[config.mk]
export PLATFORM = sky130hd
export DESIGN_NAME = addsub_sched
export DESIGN_NICKNAME = d
export VERILOG_FILES = /design/src/rtl/addsub_sched_pkg.sv /design/src/rtl/addsub_sched_rr_arb2.sv /design/src/rtl/addsub_sched.sv
export SDC_FILE = /design/constraint.sdc
export NUM_CORES = 1
export LEC_CHECK = 0
export ABC_AREA = 0
export CORE_MARGIN = 2
export CORE_UTILIZATION = 40
export DETAILED_ROUTE_END_ITERATION = 10
export PLACE_DENSITY = 0.78
export SYNTH_ARGS = -nofsm -noshare
export SYNTH_HDL_FRONTEND = slang
export SYNTH_SLANG_ARGS = --single-unit
export TNS_END_PERCENT = 10
[constraint.sdc]
create_clock -name clk -period 3.8 [get_ports clk]
set_input_delay 0.95 -clock clk [delete_from_list [all_inputs] [get_ports clk]]
set_output_delay 0.95 -clock clk [all_outputs]
set_load 0.005 [all_outputs]
[src/rtl/addsub_sched_pkg.sv]
// Shared types and constants for the time-shared saturating add/sub scheduler.
package addsub_sched_pkg;

  localparam int unsigned DW = 16;
  localparam logic [DW-1:0] SAT_POS = 16'h7FFF;
  localparam logic [DW-1:0] SAT_NEG = 16'h8000;

  typedef enum logic {
    EMPTY = 1'b0,
    FULL  = 1'b1
  } state_t;

  typedef struct packed {
    logic [DW-1:0] sum;
    logic          ovfl;
    logic          src;
  } rsp_t;

  // Subtraction is A + ~B + 1; overflow when effective operand signs agree but the result sign flips.
  function automatic rsp_t sat_addsub(input logic [DW-1:0] a, input logic [DW-1:0] b,
                                      input logic sub, input logic src);
    logic [DW-1:0] b_eff;
    logic [DW-1:0] raw;
    rsp_t          r;
    b_eff  = sub ? ~b : b;
    raw    = a + b_eff + DW'(sub);
    r.src  = src;
    r.ovfl = (a[DW-1] == b_eff[DW-1]) && (raw[DW-1] != a[DW-1]);
    r.sum  = r.ovfl ? (a[DW-1] ? SAT_NEG : SAT_POS) : raw;
    return r;
  endfunction

endpackage

[src/rtl/addsub_sched_rr_arb2.sv]
// Two-way round-robin arbiter; grant is combinational, last_grant remembers the previous winner.
module rr_arb2 (
  input  logic       clk,
  input  logic       rst_n,
  input  logic [1:0] req,
  input  logic       en,
  output logic [1:0] grant_c
);

  logic last_grant;

  always_comb begin
    grant_c = 2'b00;
    if (en) begin
      if (req == 2'b11) grant_c = last_grant ? 2'b01 : 2'b10;
      else              grant_c = req;
    end
  end

  // Reset to 1 so requester 0 wins the first contended grant.
  always_ff @(posedge clk or negedge rst_n) begin
    if (!rst_n)        last_grant <= 1'b1;
    else if (|grant_c) last_grant <= grant_c[1];
  end

endmodule

[src/rtl/addsub_sched.sv]
// Time-shares one 16-bit saturating add/sub between two requesters with a one-deep result register.
module addsub_sched
  import addsub_sched_pkg::*;
#(
  parameter int unsigned CNT_W = 8
) (
  input  logic                clk,
  input  logic                rst_n,
  input  logic [1:0]          req_valid,
  output logic [1:0]          req_ready,
  input  logic [1:0][DW-1:0]  req_a,
  input  logic [1:0][DW-1:0]  req_b,
  input  logic [1:0]          req_sub,
  output logic                rsp_valid,
  input  logic                rsp_ready,
  output logic [DW-1:0]       rsp_sum,
  output logic                rsp_ovfl,
  output logic                rsp_src,
  input  logic                cnt_clr,
  output logic [CNT_W-1:0]    ovfl_cnt
);

  state_t     state, state_nxt;
  rsp_t       rsp_q, rsp_d;
  logic       slot_free;
  logic [1:0] grant;
  logic [1:0] accept_vec;
  logic       accept;
  logic       sel;

  assign slot_free = (state == EMPTY) | rsp_ready;

  rr_arb2 u_arb (
    .clk     (clk),
    .rst_n   (rst_n),
    .req     (req_valid),
    .en      (slot_free),
    .grant_c (grant)
  );

  assign req_ready  = grant;
  assign accept_vec = req_valid & grant;
  assign accept     = |accept_vec;
  assign sel        = accept_vec[1];
  assign rsp_d      = sat_addsub(req_a[sel], req_b[sel], req_sub[sel], sel);

  always_ff @(posedge clk or negedge rst_n) begin
    if (!rst_n) state <= EMPTY;
    else        state <= state_nxt;
  end

  // Drain-and-refill in one cycle keeps FULL; a held result without rsp_ready stays FULL.
  always_comb begin
    state_nxt = EMPTY;
    if (accept)                             state_nxt = FULL;
    else if ((state == FULL) && !rsp_ready) state_nxt = FULL;
  end

  always_ff @(posedge clk or negedge rst_n) begin
    if (!rst_n)      rsp_q <= '0;
    else if (accept) rsp_q <= rsp_d;
  end

  // Clear has priority over the saturating increment.
  always_ff @(posedge clk or negedge rst_n) begin
    if (!rst_n)                                          ovfl_cnt <= '0;
    else if (cnt_clr)                                    ovfl_cnt <= '0;
    else if (accept && rsp_d.ovfl && (ovfl_cnt != '1))   ovfl_cnt <= ovfl_cnt + CNT_W'(1);
  end

  assign rsp_valid = (state == FULL);
  assign rsp_sum   = rsp_q.sum;
  assign rsp_ovfl  = rsp_q.ovfl;
  assign rsp_src   = rsp_q.src;

endmodule

==> results.md, run 1 <==
* Slowest CP cell: or3_1
* IO Port Bufs at 100
* First-pass GRT wire length at approximately 13000 um
* Die W at ~84 um
* Share of flip-flops with an asynchronous set or reset at 100%
* Main synth FF type: dfrtp_1
* Final Hold Fails at 0
* CP Max Fanout at 6
* Detailed Place HPWL at between 6000 and 7000 um
* Cell row count at 28
* Worst-Skew Late Latency at 0.28 ns
* GRT Resource Usage Total at 22.0%
* Seq/Total Area, Yosys at around 28%
* Die Span Y at roughly 84 um
* Maximum VDD drop at around 0.25 mV
* Worst clock skew at between 0.0015 and 0.002 ns
* Failing checks: negative setup slack
* Inserted Diodes at 0
* Post-DR wirelength/cell at 15.0 um
* Slew @ Worst Pin at between 0.4 and 0.5 ns
* Initial antenna violation count at 0
* Syn avg cell area at 8.07 um2
* Net switching power at between 0.7 and 0.8 mW
* Leading area contributor after synthesis: dfrtp_1
* Total chip power at approximately 2.0 mW
* Hold_buf cts at 0
* Yosys reg bits at 28
* DRC Markers at 0
* Post-synth EDFFs at 0
* WP depth at 17
* DRT antenna net count at 0
* Setup slack after layout at -0.193 ns
* IO Count at 101
* Kind of critical path: input port to flop
* Fmax at 250 MHz
* Vias in the first global route at about 2900
* Reg2Reg Setup Slack at between 0.1 and 0.15 ns
* Critical path startpoint category: input port
* Routed WL at 8340 um
* Power Density at between 400 and 500 nW/um2
* Setup TNS Final at -1.52 ns
* Full die area at about 7000 um2
* Status: finished, violations left
* Final setup fails at 21
* Core ar. at 6030 um2
* Synth top area share at 26.7%
* Drt via density at 5.29
* Hold Path End: rsp_ovfl$_DFFE_PN0P_
* Period utilization at 105%
* Part of the power in registers at 22.8%
* Share of cells above drive strength 1 at between 20% and 30%
* Worst path most repeated cell: buf_6
* Starting Density at a little over two fifths
* Root Buffer: clkbuf_8
* CTS tree: yes
* Clock slew at reported path FFs at roughly 0.1 ns
* Clock share of power at under 10%
* R2R Path End: ovfl_cnt[3]$_DFFE_PN0P_
* Final core occ at between 70% and 80%
* Cell area after layout at between 4000 and 5000 um2
* Drt pass-1 iters at 4
* H-tree Lvls at 1
* Bufs and invs on worst path at 4
* Initial DRC Count at 106
* Top cells by area, synth: dfrtp_1, nand2_1, ha_1
* Final Critical Period at 3.99 ns
* Reg-to-Reg Start: u_arb.last_grant$_DFFE_PN1P_
* Cell-internal power at between 1 and 1.5 mW
* Delay-heaviest family, CP: compound AO/OA/AOI/OAI gates
* Leakage power figure at 2.04 nW
* Total gr overflow at 0
* Yosys cell types at 56
* Crit path DAT at 4.20 ns
* Clock buffers created by TritonCTS at 3
* RSZ-0062 raised after global routing: yes
* Switching share of power at a little under two fifths
* Vias at just under 3000
* CP max stage delay at about 0.36 ns
* Crit-path cells: buf_6, a21boi_4, nand2_8, inv_8, mux2i_4, buf_6, xor2_2, ha_1, a21o_2, nand2_2, o31ai_4, o2bb2ai_4, o41ai_4, buf_6, mux2_4, or3_1, a21oi_2
* Slew Limit Fails at 0
* Critical path required time at about 4.0 ns
* R2R depth at 16
* Clock Sinks at 28
* Hold Path Cell Cnt at 2
* Max-cap violations at 0
* Hold Path Origin: rsp_ovfl$_DFFE_PN0P_
* Post-Syn Instances at about 310
* Placed cell area at a little over 4000 um2
* Syn Nets at roughly 400
* Largest net degree at the start of global routing at 29
* Nets at around 570
* Placer Congestion at 0.814
* Power share of the combinational group at roughly two thirds
* Post-Place Setup Slack at -0.900 ns
* Slew headroom at about two thirds
* P&R area growth vs syn at 75.6%
* Hold crit path type: flop to flop
* Post-Syn Area at roughly 2500 um2
* Crit end category: flop
* CTS Buffer Depth at 2
* Synthesis warning total at 0
timing repair:
item | 4_1_cts | 5_1_grt
setup buffers | 8 | 6
setup endpoints to repair | 25 | 24
pin swaps | 12 | 12
cloned | 1 | 0
resized for setup | 40 | 23
logic make-up (layout without fill, tap and decap cells):
kind of cell,count (synthesis),after routing,synth area share [%]
AO/OA/AOI/OAI,75,75,19.9
XOR/XNOR,30,30,10.4
adder cells (fa/ha/maj),16,16,8.20
buffers and inverters,17,181,4.00
flip-flops,28,28,27.7
multiplexers,19,20,7.75
AND/OR/NAND/NOR,129,129,22.1
state kept, by name, indices dropped and copies added, names as in the netlist:
register and count:
rsp_ovfl 1, rsp_valid 1, ovfl_cnt 8, rsp_sum 16, u_arb.last_grant 1, rsp_src 1
Yosys cell counts (2+ instances only):
cell,instances
nor3_1,4
buf_1,3
nand4_1,2
o21ai_0,14
mux2i_1,17
and3_2,2
xnor2_1,9
or3_1,5
dfrtp_1,27
nand3_1,4
xor2_1,21
a21o_2,4
buf_6,2
nor2_1,26
a21o_1,4
a21oi_1,33
a221o_1,2
inv_1,4
nand2_1,74
clkbuf_1,3
o21a_1,2
nand2b_1,3
or2_2,2
ha_1,15
routing by layer:
metal  vias up  track usage [%]  share of wire [%]
met4         0             5.72                1.7
met1      1408             26.3                 41
met2        94             42.1                 54
li1       1418                -                  -
met5         -                0                  0
met3        11             1.78                3.8
placed cells by master (no fill, tap or decap), drive strengths merged, types with 3 or more instances in the layout:
| cell | netlist | layout |
|---|---|---|
| and3 | 3 | 3 |
| xor2 | 21 | 21 |
| nor2 | 26 | 26 |
| nand3 | 4 | 4 |
| ha | 15 | 15 |
| or3 | 5 | 5 |
| buf | 8 | 75 |
| clkbuf | 3 | 4 |
| nor3 | 4 | 4 |
| nand2b | 3 | 3 |
| nand2 | 74 | 74 |
| inv | 5 | 5 |
| dfrtp | 27 | 27 |
| clkdlybuf4s50 | 0 | 97 |
| a21oi | 33 | 33 |
| mux2 | 2 | 3 |
| a21o | 8 | 8 |
| xnor2 | 9 | 9 |
| o21ai | 15 | 15 |
| mux2i | 17 | 17 |
power by group through the flow:
stage,logic (mW),clock network (mW),registers (mW)
after floorplan,0.616,0,0.461
after global placement,1.15,0,0.465
after detailed placement,1.19,0,0.467
after CTS,1.27,0.189,0.463
after global routing,1.47,0.200,0.474
final,1.38,0.190,0.464
worst min-delay path: stages (launching register included):
cell     delay, ns
dfrtp_1       0.36
nand2_1       0.05
o21ai_1       0.06
final cells by class:
cell class	count	area, um2
Sequential cell	28	702
Multi-Input combinational cell	270	1970
Timing Repair Buffer	172	1600
Tap cell	75	93.8
Inverter	5	26.3
Clock buffer	4	55.1
Fill cell	440	1580
stage by stage:
stage          hold slack (ns)  cells
6_report                 0.503    554
5_1_grt                  0.536    554
4_1_cts                  0.507    548
3_5_place_dp             0.486    535
3_3_place_gp             0.467    535
2_1_floorplan            0.471    314
how the worst max path moves through the flow:
stage                             from                      end
after floorplan           req_valid[1]  ovfl_cnt[1]$_DFFE_PN0P_
after global placement       rsp_ready  ovfl_cnt[5]$_DFFE_PN0P_
after detailed placement  req_valid[1]  ovfl_cnt[3]$_DFFE_PN0P_
after CTS                 req_valid[1]  ovfl_cnt[3]$_DFFE_PN0P_
after global routing      req_valid[1]  ovfl_cnt[3]$_DFFE_PN0P_
final                     req_valid[1]  ovfl_cnt[3]$_DFFE_PN0P_
No activity file was read; power rests on OpenSTA's default activity.
==> run 2: changes to the inputs <==
--- a/config.mk
+++ b/config.mk
@@ -8,8 +8,10 @@
 export ABC_AREA = 0
 export CORE_MARGIN = 2
 export CORE_UTILIZATION = 40
+export CTS_CLUSTER_DIAMETER = 150
 export DETAILED_ROUTE_END_ITERATION = 10
 export PLACE_DENSITY = 0.78
+export RECOVER_POWER = 100
 export SYNTH_ARGS = -nofsm -noshare
 export SYNTH_HDL_FRONTEND = slang
 export SYNTH_SLANG_ARGS = --single-unit
==> run 2 against run 1 <==
Net effect: the flow finishes with violations (max-capacitance violations, max-slew violations, negative setup slack); first-iteration DRC count shrank 0.94%; clock power is essentially flat; global-route usage is the same; wire length shrank 0.20%; largest cell class unchanged.
==> results.md, run 2 (synthesis results as in run 1) <==
* Status: finished, violations left
* Failing checks: max-capacitance violations, max-slew violations, negative setup slack
* IO Port Bufs at 100
* CP Max Fanout at 6
* Net switching power at 0.770 mW
* DRC Markers at 0
* Part of the power in registers at between 20 and 25%
* Clock buffers created by TritonCTS at 3
* Core ar. at about 6000 um2
* Initial DRC Count at around 110
* Power share of the combinational group at ~67%
* Root Buffer: clkbuf_8
* Routed WL at 8320 um
* Placer Congestion at between 0.8 and 0.9
* Detailed Place HPWL at 6210 um
* Setup slack after layout at -0.192 ns
* Power Density at around 450 nW/um2
* RSZ-0062 raised after global routing: yes
* Switching share of power at between 30% and 40%
* Total chip power at a little under 2 mW
* Drt pass-1 iters at 4
* Inserted Diodes at 0
* Most frequent cells in the layout: nand2_1, clkdlybuf4s50_1, buf_4, dfrtp_1, dlygate4sd3_1
* DRT antenna net count at 0
* Clock share of power at a little under a tenth
* GRT Resource Usage Total at 22.0%
* Crit path DAT at 4.20 ns
* First-pass GRT wire length at about 13000 um
* Final Hold Fails at 0
* Met2 wire len at between 4000 and 5000 um
* IO Count at 101
* Final core occ at 73.7%
* Kind of critical path: input port to flop
* Nets at around 570
* FF+latch area at 702 um2
* Clock Sinks at 28
* Clock slew at reported path FFs at 0.09 ns
* Vias in the first global route at between 2000 and 3000
* Initial antenna violation count at 0
* Max reg flops at 16
* Largest net degree at the start of global routing at 29
* Crit end category: flop
* Hold_buf cts at 0
* Cell-internal power at around 1.2 mW
* Share of cells above drive strength 1 at 26.7%
* Max-cap violations at 1
* Period utilization at 105%
* Slew Limit Fails at 28
* Cell row count at 28
* Total gr overflow at 0
* Die Span Y at 83.6 um
* CTS tree: yes
* Post-DR wirelength/cell at about 15 um
* Layout fillers at 440
* Hold Path Origin: rsp_sum[6]$_DFFE_PN0P_
* Leakage power figure at ~2.1 nW
* P&R area growth vs syn at 75.2%
* Final setup fails at 21
* Worst-Skew Late Latency at around 0.28 ns
* Max Used Layer: met4
* Fmax at 250 MHz
* Reg-to-Reg Start: u_arb.last_grant$_DFFE_PN1P_
* Final Critical Period at 3.99 ns
* Slew headroom at -0.0987%
* Starting Density at a little over two fifths
* Drt via density at between 5 and 6
* CTS Buffer Depth at 2
* Met3 WL at about 330 um
* Worst clock skew at roughly 0.0010 ns
* Hold crit path type: flop to flop
* Die W at around 84 um
* Footprint of the multi-input gates at ~2000 um2
* Crit. Startpoint: req_valid[1]
* H-tree Lvls at 1
* Slew @ Worst Pin at around 1.5 ns
* Full die area at around 7000 um2
* Vias at between 2000 and 3000
* Metal-1 WL at around 3400 um
* Maximum VDD drop at ~0.24 mV
* Critical path required time at between 4 and 5 ns
* Critical path startpoint category: input port
run 2: cell types whose count changed in the layout (fill, tap and decap cells not counted):
cell             before  now
buf_4                63   60
clkbuf_1              0    3
o21ai_1               3    2
dlygate4sd3_1         0   26
o21ai_0               9   10
clkdlybuf4s50_1      97   71
run 2: metrics by stage:
step	hold slack [ns]	cell area [um2]	TNS (ns)	worst slack (ns)	std cells
finish	0.495	4440	-1.58	-0.192	554
global route	0.530	4440	-4.56	-0.306	554
CTS	0.507	4290	-0.523	-0.140	548
detailed placement	0.486	4060	-19.89	-0.900	535
global placement	0.467	4060	-16.90	-0.749	535
floorplan	0.471	2610	-6.69	-0.324	314
run 2: power by group through the flow:
stage,logic (mW),clock network (mW),registers [mW]
finish,1.34,0.190,0.459
global route,1.44,0.200,0.470
CTS,1.27,0.189,0.463
detailed placement,1.19,0,0.467
global placement,1.15,0,0.465
floorplan,0.616,0,0.461
run 2: final timing paths:
| check | depth (start not counted) | to | slack (ns) |
|---|---|---|---|
| hold / removal | 2 | rsp_sum[6]$_DFFE_PN0P_ | 0.50 |
| min in group asynchronous | 2 | rsp_sum[10]$_DFFE_PN0P_ | 1.55 |
| setup / recovery | 17 | ovfl_cnt[3]$_DFFE_PN0P_ | -0.19 |
| hold reg to reg | 2 | rsp_sum[6]$_DFFE_PN0P_ | 0.50 |
| max in group asynchronous | 2 | rsp_sum[1]$_DFFE_PN0P_ | 1.38 |
| setup reg to reg | 16 | ovfl_cnt[3]$_DFFE_PN0P_ | 0.15 |
run 2: cell type report:
type                    count  share of cell area [%]
well taps                  75                    2.11
inverters                   5                   0.592
multi-input cells         270                    44.5
clock buffers               4                    1.24
repair buffers            172                    35.7
flip-flops and latches     28                    15.8
run 2: what timing repair did:
item,in CTS,in global routing
buffers inserted,8,6
pin swaps,12,12
endpoints found under the setup margin,25,24
gates cloned,1,0
gates resized for setup,40,23
run 2: layer usage:
metal	GRT usage [%]	up-vias
met5	0	-
met4	5.72	0
met3	1.78	13
met2	42.1	95
met1	26.3	1422
li1	-	1418
run 2: critical path: stages:
cell and delay [ns]:
buf_6 0.07, a21boi_4 0.26, nand2_8 0.10, inv_8 0.06, mux2i_4 0.33, buf_6 0.17, xor2_2 0.07, ha_1 0.32
a21o_2 0.22, nand2_2 0.08, o31ai_4 0.10, o2bb2ai_4 0.16, o41ai_4 0.29, buf_6 0.17, mux2_4 0.33, or3_1 0.36
a21oi_2 0.14
